===== src/rtl/rr_arbiter_vn_vc.sv =====
// rtl/rr_arbiter_vn_vc.sv - round-robin VN/VC arbiter with optional packet lock
// RR_ARB_PACKET_LOCK_EN: hold the grant on one requester until its tail flit is accepted.
module rr_arbiter_vn_vc #(
  parameter int NUM_VC = 1,
  parameter int NUM_VN = 3,
  localparam int N = NUM_VN * NUM_VC,
  localparam int IDW = (N > 1) ? $clog2(N) : 1
) (
  input  logic           clk,
  input  logic           rst_n,
  input  logic [N-1:0]   request,
  input  logic [N-1:0]   tail,
  input  logic           advance,
  output logic [N-1:0]   grant,
  output logic           grant_valid,
  output logic [IDW-1:0] grant_id,
  output logic           locked
);

  logic [IDW-1:0] ptr;
  logic [IDW-1:0] next_ptr;
  logic           rr_found;
  logic [IDW-1:0] rr_id;
  logic           sel_found;
  logic [IDW-1:0] sel_id;
  int             idx;
  logic [IDW-1:0] idx_v;

  // Scan ptr, ptr+1, ... wrapping at N; first requester wins.
  always_comb begin
    rr_found = 1'b0;
    rr_id    = '0;
    idx      = 0;
    idx_v    = '0;
    for (int k = 0; k < N; k++) begin
      idx = int'(ptr) + k;
      if (idx >= N) idx = idx - N;
      idx_v = IDW'(idx);
      if (!rr_found && request[idx_v]) begin
        rr_found = 1'b1;
        rr_id    = idx_v;
      end
    end
  end

  assign next_ptr = (sel_id == IDW'(N - 1)) ? '0 : sel_id + 1'b1;

`ifdef RR_ARB_PACKET_LOCK_EN
  logic           lock;
  logic [IDW-1:0] lock_id;

  // While locked only the owner may be granted, even if it is momentarily idle.
  assign sel_found = lock ? request[lock_id] : rr_found;
  assign sel_id    = lock ? lock_id : rr_id;

  always_ff @(posedge clk or negedge rst_n) begin
    if (!rst_n) begin
      ptr     <= '0;
      lock    <= 1'b0;
      lock_id <= '0;
    end else if (advance && sel_found) begin
      if (tail[sel_id]) begin
        lock <= 1'b0;
        ptr  <= next_ptr;
      end else begin
        lock    <= 1'b1;
        lock_id <= sel_id;
      end
    end
  end

  assign locked = lock;
`else
  logic unused_tail;

  assign sel_found   = rr_found;
  assign sel_id      = rr_id;
  assign unused_tail = ^tail;

  always_ff @(posedge clk or negedge rst_n) begin
    if (!rst_n) begin
      ptr <= '0;
    end else if (advance && sel_found) begin
      ptr <= next_ptr;
    end
  end

  assign locked = 1'b0;
`endif

  always_comb begin
    grant = '0;
    if (sel_found) grant[sel_id] = 1'b1;
  end

  assign grant_valid = sel_found;
  assign grant_id    = sel_found ? sel_id : '0;

endmodule


===== config.mk =====
export PLATFORM = sky130hd
export DESIGN_NAME = rr_arbiter_vn_vc
export DESIGN_NICKNAME = d
export VERILOG_FILES = /design/src/rtl/rr_arbiter_vn_vc.sv
export SDC_FILE = /design/constraint.sdc
export NUM_CORES = 1
export LEC_CHECK = 0
export ABC_CLOCK_PERIOD_IN_PS = 2100
export CORE_AREA = 2 2 39 41
export CTS_CLUSTER_SIZE = 12
export DETAILED_ROUTE_END_ITERATION = 10
export DIE_AREA = 0 0 41 43
export GPL_TIMING_DRIVEN = 0
export PLACE_DENSITY = 0.57
export SETUP_SLACK_MARGIN = 0.02
export SYNTH_ARGS = -nofsm -noshare
export SYNTH_HDL_FRONTEND = slang
export SYNTH_SLANG_ARGS = --single-unit

===== constraint.sdc =====
create_clock -name clk -period 2.1 [get_ports clk]
set_clock_uncertainty 0.1 [all_clocks]
set_input_delay 0.315 -clock clk [delete_from_list [all_inputs] [get_ports clk]]
set_output_delay 0.315 -clock clk [all_outputs]
set_load 0.01 [all_outputs]

### Yosys cells after proc, flatten, opt, wreduce, memory -nomap -nowiden

Cells that the tools add are included.

| storage, ports and cells | value |
|---|---|
| memory bits (read-only) | 0 |
| memories kept | 0 |
| output and inout port bits | 7 |
| bits of input ports | 9 |
| flip-flop bits (word level) | 2 |
| bits in latches | 0 |
| word-level logic and storage cells | 42 |
| bits in writable memories | 0 |

| cells by class | value |
|---|---|
| multiplexer cells | 20 |
| bitwise logic cells | 0 |
| order comparisons | 8 |
| equality and inequality tests | 1 |
| add/subtract/negate cells | 6 |
| reductions and logical operators | 6 |
| multipliers | 0 |
| divide/modulo/power cells | 0 |
| shifts and indexed selects | 0 |

Operator list:

| operator | count |
|---|---|
| 2-to-1 mux 2 bit | 8 |
| < comparator 2 x 3 -> 1 bit (second input constant) | 4 |
| 2-to-1 mux 1 bit | 7 |
| binary-select mux 1 bit (select 2 bit) | 3 |
| >= comparator 3 x 2 -> 1 bit (second input constant) | 2 |
| subtractor 2 bit (second input constant) | 3 |
| logical AND 1 bit | 4 |
| adder 2 x 1 -> 3 bit (second input constant) | 1 |
| adder 2 x 2 -> 3 bit (second input constant) | 1 |
| 2-to-1 mux 3 bit | 1 |
| adder 2 x 1 -> 2 bit (second input constant) | 1 |
| demux 1 bit (select 2 bit) | 1 |
| equality test 2 bit (second input constant) | 1 |
| >= comparator 2 x 1 -> 1 bit (second input constant) | 1 |
| >= comparator 2 bit (second input constant) | 1 |
| zero test 1 bit | 2 |

### Longest topological paths before layout

| logic depth | value |
|---|---|
| word-level depth | 16 |
| mapped depth | 8 |
| mapped depth without buffers | 7 |

### Worst setup path before layout

Ideal clock, no wire load.

| timing path | value |
|---|---|
| path kind | reg-to-output |
| start | register ptr[0] |
| end | output grant[1] |
| arrival time | 1.722 ns |
| path buffers | 1 |
| path slack | -0.037 ns |
| cell stages (with the launch flop) | 9 |
| data required time | 1.685 ns |
| cells stage by stage | dfrtp_1 > inv_1 > ha_1 > buf_6 > nand2_4 > or4b_4 > o21ai_2 > a31oi_1 > nor2_1 |

| on the way | value |
|---|---|
| word-level cells in the longest chain between the ends | 16 |
| elaborated cells on any way between the ends | 33 |
| those cells by class | add/sub (5); order compare (5); mux (18); reduce/logical (5) |

Ends and longest elaborated chain:

| element | line | RTL |
|---|---|---|
| from (decl) | 20 | `logic [IDW-1:0] ptr;` |
| from (signal assigned) | 84 | `ptr <= next_ptr;` |
| parallel branches: the longest is 15 deep, another holds adder 2 x 1 -> 3 bit | n/a |  |
| 2-to-1 mux 3 bit (*) | 93 | `if (sel_found) grant[sel_id] = 1'b1;` |
| to (decl) | 14 | `output logic [N-1:0] grant,` |

Every way passes the cells marked *. The select of a mux whose other input is x is not followed.

### Worst setup path in the final report

| timing path | value |
|---|---|
| start | register ptr[1] |
| end | output grant[2] |

The elaborated chain is that of the path after synthesis.

==> impl_metrics.tcl <==
set metrics [dict create \
    drv_cap 0 \
    portBuffers 11 \
    clock-root-buffer "clkbuf_4" \
    drt_iter0_markers 2 \
    synth_compound_area_share_pct 33.7 \
    start_util_pct 27.1 \
    multi_input_area_um2 412 \
    clock_path_buffers 2 \
    period_share_pct 114 \
    startpoint "ptr[1]" \
    min_path_type "input pin to async pin" \
    grt_overflow 0 \
    syn_inst 46 \
    min_period_ns 2.38 \
    crit_fanout 6 \
    regArea_um2 50.0 \
    start_kind "flip-flop" \
    synth_cell_types 27 \
    synth_area_leaders "dfrtp_1, a211oi_2, ha_1" \
    endpoint_kind "output pin" \
    r2r_slack_ns -0.13 \
    grt_pass1_vias 443 \
    holdWs_ns 0.163 \
    drt_first_pass_iters 2 \
    ys_warn_count 0 \
    synth_edf_count 0 \
    utilization_pct 60.3 \
    status "finished with violations" \
    muxShareOfSynthArea_pct 2.67 \
    top_regs "ptr (2)" \
    power_density_nw_per_um2 2160 \
    grt_usage_pct 15.5 \
    crit_path_end "grant[2]" \
    leakage_uw 0.000387 \
    vias 452 \
    yosysTopAreaCellShare_pct 13.3 \
    violations "negative setup slack" \
    antenna_found_initial 0 \
    regMostFlops "ptr" \
    drive_gt1_share_pct 67.9 \
    finalHoldViolCount 0 \
    drv_slew 0 \
    synth_top_family_by_area "compound AO/OA/AOI/OAI gates" \
    rows 14 \
    synth-xor-area-share_pct 0 \
    viasPerCell 4.66 \
    worst_slack_ns -0.284 \
    ctsHtreeMaxLevel 1 \
    gp_congestion 0.655 \
    largest_register_ffs 2 \
    ant_nets 0 \
    post_synth_and_or_nand_nor_area_fraction_pct 26.0 \
    rsz0062_at_grt "yes" \
    setup_viol 7 \
    ir_worst_vdd_uv 865 \
    fmax_mhz 419 \
    ys_async_sr_fraction_pct 100 \
    critPathKind "flip-flop to output pin" \
    dpl_worst_slack_ns -0.602 \
    syn-num-nets 58 \
    avgSynthCellArea_um2 8.16 \
    die_w_um 41 \
    reg2reg_to "ptr[0]" \
    synth_seq_cells 2 \
    ioPinCount 16 \
    drt-total-wl_mm 1.21 \
    syn_to_final_growth_pct 122 \
    fillers 132 \
    dieArea_um2 1760 \
    core_area_um2 1380 \
    reg2regPathDepth 10 \
    critical_path_required_ns 1.68 \
    r2r_start "ptr[1]" \
    nNetsFinal 95 \
    syn_area_um2 375 \
    ys_seq_area_share_pct 13.3 \
    wl_per_cell_um 12.5 \
    cts_buffers 3 \
    critPathArrivalTime_ns 1.97 \
    synth_fa_ha_area_share_pct 10.0 \
    synth_ff_type "dfrtp_1" \
    grt_max_degree 9 \
    grt_pass1_wl_mm 1.83 \
    num_antenna_cells 0 \
    place.detailed.hpwl_um 654 \
    dieHeight_um 43 \
    clock_sinks 2 \
    tritoncts "done" \
    clk_pin_slew_ns 0.03 \
    clock_latency_ns 0.22 \
    synth_common_cells "inv_1, nand2b_1" \
    remaining_drc_errors 0 \
    yosysTopAreaCell "dfrtp_1" \
]
-- kinds of logic after synthesis --
logic type,after synthesis
AOI/OAI and AO/OA,16
and+or+nand+nor,15
buffers and inverters,8
adders and majority gates,3
DFF,2
muxes,1
other,1
-- per-layer routing --
metal | wire [µm] | share of wire, % | GRT usage [%]
met1 | 491 | 41 | 15.7
met2 | 699 | 58 | 26.6
met3 | 17 | 1.4 | 3.14
met4 | 0 | 0 | 10.0
met5 | 0 | 0 | 0
-- power breakdown --
group,internal (µW),switching (µW)
clock network,62.8,19.4
registers,60.0,21.9
logic,918,721
-- cell type report --
class / count / area share [%]
multi-input combinational: 36 / 49.3
buffer: 3 / 4.65
timing repair buffer: 33 / 33.1
tap: 16 / 2.40
sequential: 2 / 6.00
clock buffer: 3 / 2.70
inverter: 4 / 1.80
-- metrics by stage --
| step | TNS (ns) | cells | total power (µW) | instance area (µm²) |
|---|---|---|---|---|
| floorplan | 0 | 46 | 704 | 383 |
| global placement | -2.88 | 73 | 971 | 513 |
| detailed placement | -2.86 | 73 | 979 | 513 |
| CTS | -2.01 | 91 | 1540 | 728 |
| global route | -2.13 | 97 | 1930 | 835 |
| finish | -1.41 | 97 | 1800 | 835 |
-- critical path, cell delays in order, from the launching register on --
cell and delay (ns):
dfrtp_1 0.39, inv_1 0.07, ha_2 0.17, buf_6 0.13, or4b_4 0.54, o21ai_4 0.11
a31oi_4 0.05, and2_1 0.15, buf_2 0.13
-- worst min-delay path by stage --
| stage | startpoint | endpoint | slack (ns) | cells past startpoint |
|---|---|---|---|---|
| after floorplan | rst_n | ptr[0] | -0.08 | 0 |
| after global placement | rst_n | ptr[1] | 0.39 | 1 |
| after detailed placement | rst_n | ptr[0] | 0.40 | 1 |
| after CTS | rst_n | ptr[0] | 0.16 | 1 |
| after global routing | rst_n | ptr[1] | 0.17 | 1 |
| final | rst_n | ptr[0] | 0.16 | 1 |
-- layout by cell type, fill, tap and decap left out, types with 2 or more instances in the layout --
cell type and count:
nand2b_1 4, nand2_1 3, clkbuf_4 3, a22o_1 2
buf_4 17, dfrtp_1 2, buf_2 5, buf_6 8
clkdlybuf4s50_1 4, inv_1 3, a31oi_4 2, a211oi_2 2
-- what timing repair did --
action | in CTS | in global routing
pin swaps | 11 | 11
endpoints found under the setup margin | 6 | 8
setup buffers | 16 | 9
hold buffers | 0 | 0
resized for setup | 47 | 12
hold endpoints to repair | 0 | 0
(Power assumes the default switching activity.)
